$ cat src/rtl/clock_set_controller.sv
// Time-set sequencer: freezes the clock, edits hour then minute, commits with a one-cycle load strobe.
// All outputs registered (one cycle after the causing input); no backpressure, buttons are sampled every cycle.
module clock_set_controller #(
  parameter int BLINK_DIV    = 25000000,
  parameter int REPEAT_DELAY = 25000000,
  parameter int REPEAT_RATE  = 5000000
) (
  input  logic       clk,
  input  logic       rst,
  input  logic       set_en,
  input  logic       btn_next,
  input  logic       btn_inc,
  input  logic [4:0] cur_hour,
  input  logic [5:0] cur_min,
  output logic       run_en,
  output logic       load,
  output logic [4:0] load_hour,
  output logic [5:0] load_min,
  output logic       blink_hr,
  output logic       blink_min
);

  localparam int RW = $clog2(REPEAT_DELAY + 1);
  localparam int BW = $clog2(BLINK_DIV + 1);
  localparam logic [RW-1:0] REP_LAST   = RW'(REPEAT_DELAY - 1);
  localparam logic [RW-1:0] REP_RELOAD = RW'(REPEAT_DELAY - REPEAT_RATE);
  localparam logic [BW-1:0] BLINK_LAST = BW'(BLINK_DIV - 1);

  typedef enum logic [1:0] {RUN, EDIT_HR, EDIT_MIN, COMMIT} state_t;

  state_t        state, nextState;
  logic [4:0]    editHr, editHrNext;
  logic [5:0]    editMin, editMinNext;
  logic          nextPrev, incPrev;
  logic [RW-1:0] repCnt, repCntNext;
  logic [BW-1:0] blinkCnt, blinkCntNext;
  logic          phase, phaseNext;
  logic          nextRise, incRise, repHit, doInc;

  assign nextRise = btn_next & ~nextPrev;
  assign incRise  = btn_inc & ~incPrev;

  always_comb begin
    nextState    = state;
    editHrNext   = editHr;
    editMinNext  = editMin;
    repCntNext   = repCnt;
    blinkCntNext = blinkCnt;
    phaseNext    = phase;
    repHit       = btn_inc && (repCnt == REP_LAST);
    doInc        = 1'b0;
    case (state)
      RUN: begin
        repCntNext = '0;
        if (set_en) begin
          nextState    = EDIT_HR;
          editHrNext   = cur_hour;
          editMinNext  = cur_min;
          blinkCntNext = '0;
          phaseNext    = 1'b0;
        end
      end
      EDIT_HR, EDIT_MIN: begin
        // Leaving set mode outranks any button activity in the same cycle.
        if (!set_en) begin
          nextState = COMMIT;
        end else begin
          if (nextRise) begin
            nextState  = (state == EDIT_HR) ? EDIT_MIN : EDIT_HR;
            repCntNext = '0;
          end else begin
            doInc = incRise || repHit;
            if (!btn_inc)    repCntNext = '0;
            else if (repHit) repCntNext = REP_RELOAD;
            else             repCntNext = repCnt + 1'b1;
            if (doInc && state == EDIT_HR)
              editHrNext = (editHr == 5'd23) ? 5'd0 : editHr + 5'd1;
            else if (doInc)
              editMinNext = (editMin == 6'd59) ? 6'd0 : editMin + 6'd1;
          end
          // An increment restarts the blink period with the digits lit.
          if (doInc) begin
            blinkCntNext = '0;
            phaseNext    = 1'b0;
          end else if (blinkCnt == BLINK_LAST) begin
            blinkCntNext = '0;
            phaseNext    = ~phase;
          end else begin
            blinkCntNext = blinkCnt + 1'b1;
          end
        end
      end
      COMMIT: begin
        nextState  = RUN;
        repCntNext = '0;
      end
      default: nextState = RUN;
    endcase
  end

  always_ff @(posedge clk) begin
    if (rst) begin
      state     <= RUN;
      editHr    <= '0;
      editMin   <= '0;
      nextPrev  <= 1'b0;
      incPrev   <= 1'b0;
      repCnt    <= '0;
      blinkCnt  <= '0;
      phase     <= 1'b0;
      run_en    <= 1'b1;
      load      <= 1'b0;
      load_hour <= '0;
      load_min  <= '0;
      blink_hr  <= 1'b0;
      blink_min <= 1'b0;
    end else begin
      state     <= nextState;
      editHr    <= editHrNext;
      editMin   <= editMinNext;
      nextPrev  <= btn_next;
      incPrev   <= btn_inc;
      repCnt    <= repCntNext;
      blinkCnt  <= blinkCntNext;
      phase     <= phaseNext;
      // COMMIT keeps the counters frozen so no tick races the load.
      run_en    <= (nextState == RUN);
      load      <= (nextState == COMMIT);
      if (nextState == COMMIT) begin
        load_hour <= editHr;
        load_min  <= editMin;
      end
      blink_hr  <= (nextState == EDIT_HR) && phaseNext;
      blink_min <= (nextState == EDIT_MIN) && phaseNext;
    end
  end

endmodule

$ cat config.mk
export PLATFORM = sky130hd
export DESIGN_NAME = clock_set_controller
export DESIGN_NICKNAME = d
export VERILOG_FILES = /design/src/rtl/clock_set_controller.sv
export SDC_FILE = /design/constraint.sdc
export NUM_CORES = 1
export LEC_CHECK = 0
export CAP_MARGIN = 10
export CORE_ASPECT_RATIO = 1.1
export CORE_MARGIN = 2
export CORE_UTILIZATION = 49
export DETAILED_ROUTE_END_ITERATION = 10
export PLACE_DENSITY = 0.67
export SYNTH_ARGS = -nofsm -noshare
export SYNTH_HDL_FRONTEND = slang
export SYNTH_SLANG_ARGS = --single-unit
$ cat constraint.sdc
create_clock -name clk -period 2.5 [get_ports clk]
set_clock_uncertainty 0.2 [all_clocks]
set_input_delay 0.375 -clock clk [delete_from_list [all_inputs] [get_ports clk]]
set_output_delay 0.375 -clock clk [all_outputs]
set_load 0.01 [all_outputs]
## After elaboration in Yosys (flattened, before gate mapping)

Cells that the tools add are included.

- Add/subtract/negate cells: 4
- Equality and inequality tests: 16
- Muxes and demuxes: 36
- Bitwise gates (word level): 5
- Reductions and logical operators: 13

Operator list:

| operator | number |
|---|---|
| $mux W25 | 8 |
| $pmux W25 S2 | 2 |
| $add A25 B1 Y25 const B | 2 |
| $eq A25 B25 Y1 const B | 2 |
| $mux W6 | 6 |
| $mux W5 | 5 |
| $ne A2 B2 Y1 const B | 6 |
| $pmux W6 S2 | 1 |
| $pmux W5 S2 | 1 |
| $eq A2 B2 Y1 const B | 4 |
| $mux W2 | 4 |
| $mux W1 | 7 |
| $add A6 B1 Y6 const B | 1 |
| $eq A6 B6 Y1 const B | 1 |
| $pmux W2 S3 | 1 |
| $reduce_and A6 Y1 | 1 |
| $add A5 B1 Y5 const B | 1 |
| $eq A5 B5 Y1 const B | 1 |
| $reduce_and A5 Y1 | 1 |
| $eq A2 B1 Y1 const B | 2 |
| $logic_and A1 B1 Y1 | 4 |
| $logic_not A2 Y1 | 2 |
| $reduce_or A2 Y1 | 2 |
| $not A1 Y1 | 3 |
| other kinds (5) | 6 |

- Register bits after elaboration: 81
- Bits of input ports: 16
- Output and inout bits: 15
- Word-level logic and storage cells: 88

## Depth between registers and ports, before layout

- Depth after elaboration: 10
- Gate-level depth with buffers: 9
- Mapped depth without buffers: 7

## Worst setup path after synthesis

OpenSTA, ideal clock, no wires.

- Path kind: reg-to-reg
- Start: reg state[0]
- End: reg repCnt[12]
- Library setup time: 91 ps
- Data arrival time: 2,026 ps
- Data required time: 2,209 ps
- Setup slack: 183 ps
- Cell stages (with the launch flop): 10
- Buffers on the path: 2
- Period minus slack after synthesis: 2,317 ps
- Cells stage by stage: dfxtp_1 -> inv_1 -> ha_1 -> buf_2 -> and2_1 -> nand3_1 -> a21oi_2 -> buf_2 -> o21ai_0 -> a311oi_1

- Word-level cells in the longest chain between the ends: 3
- Elaborated cells between the ends (all ways): 8
- Those cells by class: eq/ne (4); mux (1); reduce/logical (3)

Ends and longest elaborated chain:

| item | line | text |
|---|---|---|
| start: declaration | 31 | `state_t state, nextState;` |
| start signal: assignment | 118 | `state <= nextState;` |
| $eq A2 B2 Y1 (tied with other cells) | 52 | `case (state)` |
| $reduce_or A2 Y1 (on tied branches) | n/a |  |
| $pmux W25 S2 / $ne A2 B2 Y1 (equally long branches) | n/a |  |
| end signal: assignment | 123 | `repCnt <= repCntNext;` |
| end: declaration | 35 | `logic [RW-1:0] repCnt, repCntNext;` |

Parallel ways exist; a longest one is shown, timed or not.
A chain may end at the register's enable or synchronous reset.

## Worst setup path in the final report

- Start: in btn_next
- End: reg blinkCnt[22]

- Word-level cells in the longest chain between the ends: 7

Ends and longest elaborated chain:

| item | line | text |
|---|---|---|
| start: declaration | 11 | `input logic btn_next,` |
| $and A1 B1 Y1 | 40 | `assign nextRise = btn_next & ~nextPrev;` |
| $mux W1 | 68 | `if (nextRise) begin` |
| $mux W1 | 65 | `if (!set_en) begin` |
| $mux W1 | 52 |  |
| $mux W25 | 82 | `if (doInc) begin` |
| $mux W25 | 65 |  |
| $pmux W25 S2 | 52 |  |
| end signal: assignment | 124 | `blinkCnt <= blinkCntNext;` |
| end: declaration | 36 | `logic [BW-1:0] blinkCnt, blinkCntNext;` |

No other way between the ends. The select of a mux whose other input is x is not followed.

==> impl_metrics.py <==
metrics = {
    "cells_and_area": {
        "seq_area_um2": 1620,
        "mostFrequentLayoutCells": "dfxtp_1 (79), nand2_1 (73), buf_4 (44)",
        "final_area_um2": 5570,
        "fin_nets": 653,
        "n_antenna_cell": 0,
        "instances_no_fill": 751,
        "nFillCells": 867,
        "final_common_cell": "dfxtp_1",
        "multi_input_area_um2": 2800,
        "layout-drive-gt1-share": 0.128,
        "area_growth_pct": 20.8,
    },
    "floorplan": {
        "placementRows": 37,
        "die_y_um": 106,
        "core_area_um2": 9260,
        "fp.dieW_um": 96.5,
        "start_util": 0.498,
        "fp.dieArea_um2": 10200,
        "ioPinCount": 31,
    },
    "route": {
        "dr.first_iter.drc_count": 305,
        "routed_wl_um": 12300,
        "post-route-drc-count": 0,
        "ant_nets": 0,
        "drt-wirelength-per-cell_um": 16.3,
        "vias_per_cell": 6.26,
        "vias": 4700,
        "drt_first_pass_iters": 5,
    },
    "setup_path": {
        "crit_fanout": 9,
        "start_kind": "primary input",
        "critical_path_class": "primary input to flip-flop",
        "worstPathArrival_ps": 2430,
        "setup.worst_path.end_class": "flip-flop",
        "cp.required_ps": 2550,
    },
    "clock_network": {
        "cts_resized": 0,
        "clkTransAtPathRegs_ps": 80,
        "numClockSinks": 81,
        "postCtsHoldBufs": 0,
        "clockRootBuffer": "clkbuf_8",
        "cts_made_buffers": 9,
        "postCtsSetupRepairBufs": 0,
        "cts_tree": "yes",
        "insertion_delay_ps": 350,
        "htreeDepth": 3,
        "ctsLongestPathBuffers": 2,
    },
    "power_and_ir_drop": {
        "p_int_mw": 2.18,
        "switching_share": 0.285,
        "ir_worst_vdd_mv": 0.281,
        "combPwrFrac": 0.195,
        "p_seq_frac": 0.454,
        "power.density_nw_per_um2": 547,
        "p_sw_mw": 0.868,
        "clkPwrFrac": 0.351,
        "leakagePower_nw": 1.95,
    },
    "sta": {
        "period_share": 0.952,
        "finalHoldViolations": 0,
        "finalSetupViolations": 0,
        "period_needed_ps": 2380,
        "hold_slack_ps": 257,
        "relSlewSlack": 0.633,
        "final-max-slew-violation-count": 0,
        "rsz0062_at_grt": "false",
        "max_slew.worst_pin.slew_ps": 546,
        "max_clock_freq_ghz": 0.420,
    },
    "synth": {
        "syn_inst": 572,
        "ys_warn_count": 0,
        "synthDistinctLibCells": 68,
        "synth_top_area_frac": 0.352,
        "synth.largest_area_cell": "dfxtp_1",
        "synthFlopType": "dfxtp_1",
        "synth-edff-count": 0,
        "syn_area_per_cell_um2": 8.06,
        "synth_area_um2": 4610,
        "synthArstFlopShare": 0,
        "synth_area_leaders": "dfxtp_1 (35%), nand2_1 (5.9%), mux2i_1 (3.5%)",
        "synthesis.nets": 595,
        "seq_area_frac_synth": 0.352,
        "ys_ff_latch": 81,
    },
    "place": {
        "place_congestion": 0.882,
        "postPlaceCellArea_um2": 5330,
        "dp.cells": 736,
        "dp_hpwl_um": 8720,
        "port_buffers": 30,
    },
    "worst_hold_path": {
        "hp-class": "flip-flop to flip-flop",
    },
    "global_route": {
        "grt_overflow": 0,
        "grt_start_max_net_pins": 46,
        "grt_usage": 0.250,
        "antenna_found_initial": 0,
        "grt_pass1_wl_um": 20600,
        "grt_pass1_vias": 4447,
    },
    "status": {
        "status": "completed",
    },
    "job": {
        "max_cap_violations": 0,
    },
}
-- worst max-delay path, cell delays in order --
cell and delay [ps]:
clkdlybuf4s50_1 440, nor2b_1 170, or4_4 570, o211ai_4 380
buf_12 170, o31ai_1 80, a22o_1 250
-- Yosys cell counts (11+ instances only) --
master    count
nor3_1       16
clkbuf_1     20
nand4_1      18
a31oi_1      12
inv_1        18
and3_1       11
nor4_1       14
nor2b_1      13
a21oi_1      30
and2_1       11
nand3_1      24
mux2i_1      16
nand2_1      73
o21ai_0      31
nor2_1       27
a311oi_1     12
dfxtp_1      81
-- worst paths after layout --
path,slack [ps],startpoint,cells past startpoint,endpoint
max,120,btn_next,7,blinkCnt[22]$_SDFFE_PP0P_
min,260,load_min[5]$_SDFFE_PP0P_,2,load_min[5]$_SDFFE_PP0P_
max reg2reg,120,repCnt[10]$_SDFFE_PP0N_,6,blinkCnt[22]$_SDFFE_PP0P_
min reg2reg,260,load_min[5]$_SDFFE_PP0P_,2,load_min[5]$_SDFFE_PP0P_
-- metrics by stage --
step | setup slack [ps] | TNS [ps] | util | power [mW]
floorplan | 183 | 0 | - | 1.77
CTS | 88.6 | 0 | 0.599 | 3.05
global route | 10.4 | 0 | 0.601 | 3.18
finish | 119 | 0 | 0.601 | 3.04
global placement | -193 | -3960 | 0.575 | 1.97
detailed placement | -216 | -4790 | 0.575 | 1.98
-- state kept, by name (all words and copies together), names as in the netlist --
signal,flops
blinkCnt,25
repCnt,25
editMin,6
load_min,6
editHr,5
load_hour,5
state,2
blink_hr,1
blink_min,1
incPrev,1
load,1
nextPrev,1
phase,1
run_en,1
-- area by class of cell --
class,instances,share of cell area
clock buffers,10,0.0247
repair buffers,78,0.128
inverters,18,0.0121
multi-input cells,442,0.503
flip-flops and latches,81,0.292
well taps,117,0.0263
clock inverters,5,0.0144
-- power by group through the flow --
stage	clock network, mW	registers (mW)	logic (mW)
final	1.07	1.38	0.594
after global routing	1.13	1.39	0.657
after CTS	1.09	1.38	0.579
after detailed placement	0	1.41	0.575
after global placement	0	1.41	0.565
after floorplan	0	1.40	0.363
-- metal layers --
metal / GRT usage / share of wire / vias up
met1: 0.328 / 0.46 / 2253
met4: 0.0865 / 0.016 / 0
met3: 0.0243 / 0.044 / 16
met5: 0 / 0 / -
li1: - / - / 2297
met2: 0.422 / 0.48 / 134
-- kinds of logic after synthesis --
| logic type | synth area share |
|---|---|
| fa+ha+maj | 0.0190 |
| compound gates | 0.254 |
| mux | 0.0347 |
| flops | 0.352 |
| simple gates | 0.294 |
| buf+inv | 0.0459 |
No activity file was read; power rests on OpenSTA's default activity.
